### src/rtl/calc_sequencer.sv
// calc_sequencer
//   Multi-cycle controller for the 3-bit calculator datapath. Accepts one
//   operation over a valid/ready handshake and runs it on a shared 6-bit
//   accumulator (multiplication is repeated addition). The two's-complement
//   result is converted to sign-magnitude and held until the display side
//   takes it.
//
// Ports
//   clk        in   rising-edge clock
//   rst_n      in   asynchronous active-low reset
//   in_valid   in   operands/opcode presented
//   in_ready   out  high only while idle
//   a, b       in   3-bit two's-complement operands (-4..3)
//   op         in   00 ADD, 01 SUB, 10 MUL, 11 ABSDIFF
//   res_valid  out  result held valid
//   res_ready  in   downstream accepts result
//   res_sign   out  1 = negative result
//   res_mag    out  result magnitude (0..16)
//   busy       out  high in any state other than idle
module calc_sequencer (
    input  logic       clk,
    input  logic       rst_n,
    input  logic       in_valid,
    output logic       in_ready,
    input  logic [2:0] a,
    input  logic [2:0] b,
    input  logic [1:0] op,
    output logic       res_valid,
    input  logic       res_ready,
    output logic       res_sign,
    output logic [4:0] res_mag,
    output logic       busy
);

    typedef enum logic [1:0] {
        S_IDLE = 2'd0,
        S_EXEC = 2'd1,
        S_CONV = 2'd2,
        S_DONE = 2'd3
    } state_t;

    localparam logic [1:0] OP_ADD = 2'b00;
    localparam logic [1:0] OP_SUB = 2'b01;
    localparam logic [1:0] OP_MUL = 2'b10;

    state_t             state_q, state_d;
    logic        [2:0]  a_q, a_d;
    logic        [2:0]  b_q, b_d;
    logic        [1:0]  op_q, op_d;
    logic signed [5:0]  acc_q, acc_d;
    logic        [2:0]  cnt_q, cnt_d;
    logic               sign_q, sign_d;
    logic        [4:0]  mag_q, mag_d;
    logic signed [5:0]  v_c;

    function automatic logic signed [5:0] sext3(input logic [2:0] x);
        return {{3{x[2]}}, x};
    endfunction

    function automatic logic [2:0] abs3(input logic [2:0] x);
        return x[2] ? (~x + 3'd1) : x;
    endfunction

    // Results never exceed 16 in magnitude, so only the low five bits of the
    // negated value are needed; -16 (110000) maps to 10000 correctly.
    function automatic logic [4:0] abs6(input logic signed [5:0] x);
        return x[5] ? (~x[4:0] + 5'd1) : x[4:0];
    endfunction

    always_comb begin
        state_d = state_q;
        a_d     = a_q;
        b_d     = b_q;
        op_d    = op_q;
        acc_d   = acc_q;
        cnt_d   = cnt_q;
        sign_d  = sign_q;
        mag_d   = mag_q;
        // MUL accumulates |a|*b, so a negative multiplier negates at the end.
        v_c     = (op_q == OP_MUL && a_q[2]) ? -acc_q : acc_q;

        case (state_q)
            S_IDLE: begin
                if (in_valid) begin
                    a_d     = a;
                    b_d     = b;
                    op_d    = op;
                    acc_d   = '0;
                    // a=0 still spends one EXEC cycle (adding nothing).
                    cnt_d   = (a == 3'd0) ? 3'd1 : abs3(a);
                    state_d = S_EXEC;
                end
            end
            S_EXEC: begin
                if (op_q == OP_MUL) begin
                    if (a_q != 3'd0) begin
                        acc_d = acc_q + sext3(b_q);
                    end
                    cnt_d = cnt_q - 3'd1;
                    if (cnt_q == 3'd1) begin
                        state_d = S_CONV;
                    end
                end else begin
                    if (op_q == OP_ADD) begin
                        acc_d = sext3(a_q) + sext3(b_q);
                    end else begin
                        acc_d = sext3(a_q) - sext3(b_q);
                    end
                    state_d = S_CONV;
                end
            end
            S_CONV: begin
                if (op_q == OP_SUB || op_q == OP_ADD || op_q == OP_MUL) begin
                    // Sign is suppressed for zero so -0 never appears.
                    sign_d = v_c[5] & (v_c != 6'sd0);
                    mag_d  = abs6(v_c);
                end else begin
                    sign_d = 1'b0;
                    mag_d  = abs6(acc_q);
                end
                state_d = S_DONE;
            end
            S_DONE: begin
                if (res_ready) begin
                    state_d = S_IDLE;
                end
            end
            default: state_d = S_IDLE;
        endcase
    end

    always_ff @(posedge clk or negedge rst_n) begin
        if (!rst_n) begin
            state_q <= S_IDLE;
            acc_q   <= '0;
            cnt_q   <= '0;
            sign_q  <= 1'b0;
            mag_q   <= '0;
        end else begin
            state_q <= state_d;
            acc_q   <= acc_d;
            cnt_q   <= cnt_d;
            sign_q  <= sign_d;
            mag_q   <= mag_d;
        end
    end

    // Captured operands are only read after a capture, so they need no reset.
    always_ff @(posedge clk) begin
        a_q  <= a_d;
        b_q  <= b_d;
        op_q <= op_d;
    end

    assign in_ready  = (state_q == S_IDLE);
    assign busy      = (state_q != S_IDLE);
    assign res_valid = (state_q == S_DONE);
    assign res_sign  = sign_q;
    assign res_mag   = mag_q;

endmodule

### config.mk
export PLATFORM = sky130hd
export DESIGN_NAME = calc_sequencer
export DESIGN_NICKNAME = d
export VERILOG_FILES = /design/src/rtl/calc_sequencer.sv
export SDC_FILE = /design/constraint.sdc
export NUM_CORES = 1
export LEC_CHECK = 0
export BUFFER_PORTS_ARGS = -buffer_cell sky130_fd_sc_hd__buf_2
export CORE_ASPECT_RATIO = 1.5
export CORE_UTILIZATION = 40
export DETAILED_ROUTE_END_ITERATION = 8
export PLACE_DENSITY_LB_ADDON = 0.1
export SLEW_MARGIN = 5
export SYNTH_ARGS = -nofsm -noshare
export SYNTH_HDL_FRONTEND = slang
export SYNTH_SLANG_ARGS = --single-unit
### constraint.sdc
create_clock -name clk -period 2.7 [get_ports clk]
set_input_delay 0.81 -clock clk [delete_from_list [all_inputs] [get_ports clk]]
set_output_delay 0.81 -clock clk [all_outputs]
set_load 0.02 [all_outputs]
# ---- Word level (Yosys, flattened, before mapping)
# Index checks and enable logic that the tools add are counted.
dict set report classes {
  mux 20
  n_bitwise 4
  n_eq_ne 11
  add_sub_neg 8
  reduce_logical 14
}
# cell count
set op_table {}
lappend op_table {{6-bit two-way mux} 5}
lappend op_table {{5-bit two-way mux} 3}
lappend op_table {{3-bit two-way mux} 4}
lappend op_table {{6-bit case mux with 2 select lines} 1}
lappend op_table {{5-bit by 1-bit adder with 5-bit output (second input constant)} 2}
lappend op_table {{5-bit inverter} 2}
lappend op_table {{3-bit AND reduction} 3}
lappend op_table {{2-bit two-way mux} 4}
lappend op_table {{2-bit case mux with 4 select lines} 1}
lappend op_table {{6-bit by 3-bit adder with 6-bit output} 1}
lappend op_table {{2-bit equality test (second input constant)} 3}
lappend op_table {{3-bit inequality test (second input constant)} 2}
lappend op_table {{6-bit negation} 1}
lappend op_table {{3-bit case mux with 2 select lines} 1}
lappend op_table {{6-bit nonzero test} 1}
lappend op_table {{3-bit by 3-bit adder with 4-bit output} 1}
lappend op_table {{2-bit by 1-bit equality test with 1-bit output (second input constant)} 2}
lappend op_table {{2-bit zero test} 2}
lappend op_table {{2-bit inequality test (second input constant)} 2}
lappend op_table {{2-bit nonzero test} 2}
lappend op_table {{3-bit by 3-bit subtractor with 4-bit output} 1}
lappend op_table {{3-bit by 1-bit adder with 3-bit output (second input constant)} 1}
lappend op_table {{3-bit by 1-bit equality test with 1-bit output (second input constant)} 1}
lappend op_table {{3-bit zero test} 1}
lappend op_table {{other kinds (9)} 10}
dict set report word_totals {
  out_inout_bits 9
  register_bits 25
  elab_cells 65
  inputBits 12
}

# ---- Logic depth before layout (Yosys ltp)
dict set report logic_depth {
  depth_word 7
  ltp_mapped 10
  ltp_nobuf 10
}

# ---- Worst setup path before layout
# Ideal clock, no wire load.
dict set report synth_path {
  path_type {reg-to-reg}
  start {register b_q[1]}
  end {register acc_q[3]}
  n_path_buf 0
  setup_time_ns 0.095
  slack_ns 0.413
  arrival_time_ns 2.191
  stages_incl_launch_ff 11
  cell_sequence {edfxtp_1 inv_1 ha_1 nor2_1 xor2_1 ha_1 a21oi_1 a211oi_1 nor4_1 nand2_1 o31ai_1}
}
dict set report synth_via {
  elab_chain_cells 4
}
# item line
set synth_rtl {}
lappend synth_rtl {{start: declaration} 48} ;# logic [2:0] b_q, b_d;
lappend synth_rtl {{start signal: assignment} 151} ;# b_q <= b_d;
lappend synth_rtl {{6-bit by 3-bit adder with 6-bit output (tied with other cells)} 97} ;# acc_d = acc_q + sext3(b_q);
lappend synth_rtl {{6-bit two-way mux, on equally long branches} {96, 104}}
lappend synth_rtl {{6-bit two-way mux (*)} 95} ;# if (op_q == OP_MUL) begin
lappend synth_rtl {{6-bit case mux with 2 select lines (*)} 82} ;# case (state_q)
lappend synth_rtl {{end signal: assignment} 135} ;# acc_q <= '0;
lappend synth_rtl {{end signal: assignment} 141} ;# acc_q <= acc_d;
lappend synth_rtl {{end: declaration} 50} ;# logic signed [5:0] acc_q, acc_d;
# Every way passes the cells marked *; elsewhere a longest branch is shown, timed or not. The select of a mux whose other input is x is not followed.
# A chain may end at the register's enable or synchronous reset.

# ---- Worst setup path after layout
dict set report layout_path {
  start {register op_q[1]}
  end {register acc_q[3]}
}
dict set report layout_via {
  elab_chain_cells 4
}
# item line
set layout_rtl {}
lappend layout_rtl {{start: declaration} 49} ;# logic [1:0] op_q, op_d;
lappend layout_rtl {{start signal: assignment} 152} ;# op_q <= op_d;
lappend layout_rtl {{2-bit zero test} 104} ;# if (op_q == OP_ADD) begin
lappend layout_rtl {{6-bit two-way mux} 104}
lappend layout_rtl {{6-bit two-way mux} 95}
lappend layout_rtl {{6-bit case mux with 2 select lines} 82}
# Parallel ways exist; a longest one is shown, timed or not.

==> summary.md <==
| Metric | Value |
|---|---|
| Worst-path cell chain | nor2_1, mux2_2, ha_1, a21o_1, a2111oi_0, nor4_2, nand2_1, o31ai_1 |
| Wire per inst | about 14 microns |
| Crit path kind | reg -> reg |
| Sum Neg Setup Slack | 0 ns |
| Max Transition Viols Final | 0 |
| GP Congestion | about 0.84 |
| Final Hold Viols | 0 |
| Critical path depth | 8 |
| Largest net degree at the start of global routing | 18 |
| Syn_nets | 245 |
| RSZ-0062 raised after global routing | no |
| Slowest stage delay, CP | 0.56 ns |
| Overall power | 2.17 mW |
| Die Area | roughly 0.0051 sq mm |
| GRT Util Overall | 18.7% |
| Ys async rst share | 68.0% |
| Synthesized area | 0.00192 sq mm |
| Distinct cell type count after synthesis | 45 |
| Post-CTS Setup Inserts | 0 |
| Yosys warnings | 0 |
| Cts hold-fix bufs | 0 |
| R2R depth | 8 |
| Register bit total from synthesis | 25 |
| VDD IR max | 0.408 mV |
| Grt total ovfl | 0 |
| Crit end category | flip-flop |
| DR vias/cell | 5.38 |
| Vias in the first global route | 1669 |
| Initial antenna violation count | 0 |
| Reg2reg start | op_q[1] |
| Dpl cells | ~300 |
| Final Instance Area | ~0.0022 sq mm |
| Num Clock Sinks | 25 |
| First drt pass iteration count | 4 |
| Worst Path Buf+Inv | 0 |
| Tcrit/Tclk final | between 80% and 90% |
| Cell Pwr Density | around 1000 mW/mm^2 |
| Static leakage | around 0.96 nW |
| Final Util | 47.0% |
| Post-route minimum period | around 2.4 ns |
| CP Launch Type | flip-flop |
| Final WS setup | about 0.28 ns |
| First-pass GRT wire length | 7370 microns |
| CP delay by family, top | compound AO/OA/AOI/OAI gates |
| Clk Tree Root Cell | clkbuf_8 |
| Residual DRC | 0 |
| Hold/Removal Path Class | in -> async |
| Worst slew margin | 53.9% |
| Die Span X | 58.6 microns |
| Std cell rows | 30 |
| Clock latency on the worst-skew pair | about 0.28 ns |
| Share of cells above drive strength 1 | between 10% and 20% |
| Max-cap violations | 0 |
| Status | completed |
| Number of synthesized flops with an enable pin | 8 |
| Pre-CTS setup slack | between 0.3 and 0.4 ns |
| ANT cells | 0 |
| Ys flop type | dfrtp_1 |
| Clock skew | around 0.0035 ns |
| Final non-filler cell total | ~300 |
| Area Overhead vs Synth | 12.1% |
| Std-Cell Core Area | approximately 0.0046 sq mm |
| CTS buffer count | 3 |
| Final Net Count | ~270 |
| H-Tree Level Count | 1 |
| Detailed Place HPWL | between 3000 and 4000 microns |
| Worst Setup SP | op_q[1] |
| Hold WS | 0.442 ns |
| Max clock buf depth | 2 |
| WL final | approximately 4000 microns |
| Antenna-violating nets left | 0 |
| Input/output buffers | 20 |
| Sequential share of the synthesized area | between 30% and 40% |
| Post-Syn Instances | between 200 and 250 |
| CP max FO | 3 |
| Layout fillers | 470 |
| Worst-path clk slew | ~0.1 ns |
| Top Ports | 21 |
| WP data arrival | ~2.6 ns |
| Initial core utilization | 41.9% |
| Synth Area per Inst | approximately 9.0 sq um |
| Via total after detailed routing | 1608 |
| Area after DPL | ~0.0021 sq mm |
| Finish-stage setup viols | 0 |
| CTS tree | done |
| Iteration-0 DRC count of the detailed router | 38 |
| Cell at the slowest stage of the critical path | a2111oi_0 |
| Worst EP required | ~2.9 ns |
| Fmax achieved | between 400 and 500 MHz |
| Die Span Y | a little under 90 microns |
| Least-Margin Pin Slew | roughly 0.7 ns |
==> cell usage after synthesis, types with 2 or more instances <==
library cell	count	area [sq um]
nand4_1	3	18.8
o22ai_1	2	12.5
clkbuf_1	2	7.51
buf_2	6	30.0
ha_1	17	213
fa_1	2	40.0
edfxtp_1	8	240
o31ai_1	3	22.5
a2111oi_0	2	17.5
inv_1	16	60.1
a21o_1	5	37.5
nand2b_1	8	50.1
nand3_1	5	25.0
nor3_1	5	25.0
a211oi_1	4	30.0
a21oi_1	19	95.1
o211ai_1	3	22.5
xnor2_1	6	52.6
dfrtp_1	17	425
nor2b_1	5	31.3
xor2_1	2	17.5
nand2_1	22	82.6
a31o_2	2	17.5
nor2_1	12	45.0
or3_1	2	12.5
a32oi_1	2	17.5
mux2_2	4	45.0
o21ai_0	13	65.1
==> area by class of cell <==
| class | count | area, sq um | area share [%] |
|---|---|---|---|
| Sequential cell | 25 | 666 | 30.9 |
| Timing Repair Buffer | 26 | 145 | 6.74 |
| Clock buffer | 3 | 41.3 | 1.92 |
| Clock inverter | 1 | 7.51 | 0.349 |
| Tap cell | 64 | 80.1 | 3.72 |
| Multi-Input combinational cell | 164 | 1150 | 53.5 |
| Inverter | 16 | 60.1 | 2.79 |
==> per-layer routing <==
| layer | global-route usage (%) | up-vias | wire, microns |
|---|---|---|---|
| met5 | 0 | - | 0 |
| met4 | 8.44 | 0 | 129 |
| met3 | 1.49 | 11 | 79 |
| met2 | 34.8 | 25 | 2210 |
| met1 | 21.0 | 753 | 1660 |
| li1 | - | 819 | - |
==> what timing repair did <==
| item | in CTS | in global routing |
|---|---|---|
| gates resized for setup | 0 | 2 |
| setup endpoints to repair | 0 | 2 |
| hold endpoints to repair | 0 | 0 |
==> logic make-up after synthesis <==
logic type / after synthesis / synth area share [%]
XOR/XNOR: 8 / 3.65
AO/OA/AOI/OAI: 65 / 22.4
multiplexers: 5 / 2.87
buffers and inverters: 25 / 5.67
AND/OR/NAND/NOR: 67 / 17.6
flip-flops: 25 / 34.7
adder cells (fa/ha/maj): 19 / 13.2
==> cells in the final DEF, fill, tap and decap left out, types with 3 or more instances in the layout <==
cell type,count
a211oi_1,4
dfrtp_1,17
nor2_1,12
o31ai_1,3
nand2b_1,8
xnor2_1,6
inv_1,16
nand3_1,5
buf_4,6
nor2b_1,5
nand4_1,3
edfxtp_1,8
mux2_2,4
a21o_1,5
o211ai_1,3
nand2_1,22
buf_2,20
ha_1,17
o21ai_0,13
clkbuf_8,3
nor3_1,5
a21oi_1,19
==> power breakdown <==
part / total, mW / switching (mW) / internal (mW)
Sequential: 0.667 / 0.138 / 0.529
Clock: 0.244 / 0.139 / 0.105
Combinational: 1.26 / 0.718 / 0.546
Total: 2.17 / 0.995 / 1.18
==> state kept, by name, indices dropped and copies added (netlist names) <==
name	cells
acc_q	6
res_mag	5
a_q	3
b_q	3
cnt_q	3
op_q	2
state_q	2
res_sign	1
==> worst paths after layout <==
check	endpoint	slack, ns
worst min register to register	res_mag[0]	0.51
worst min-delay path	res_mag[4]	0.44
worst max-delay path	acc_q[3]	0.28
max in group asynchronous	acc_q[2]	1.97
worst max register to register	acc_q[3]	0.28
min in group clk	res_mag[0]	0.51
==> worst reg2reg max path, stage by stage, from the launching register on <==
cell and delay [ns]:
edfxtp_1 0.41, nor2_1 0.19, mux2_2 0.39, ha_1 0.30, a21o_1 0.19, a2111oi_0 0.56
nor4_2 0.08, nand2_1 0.11, o31ai_1 0.07
No activity file was read; power rests on OpenSTA's default activity.
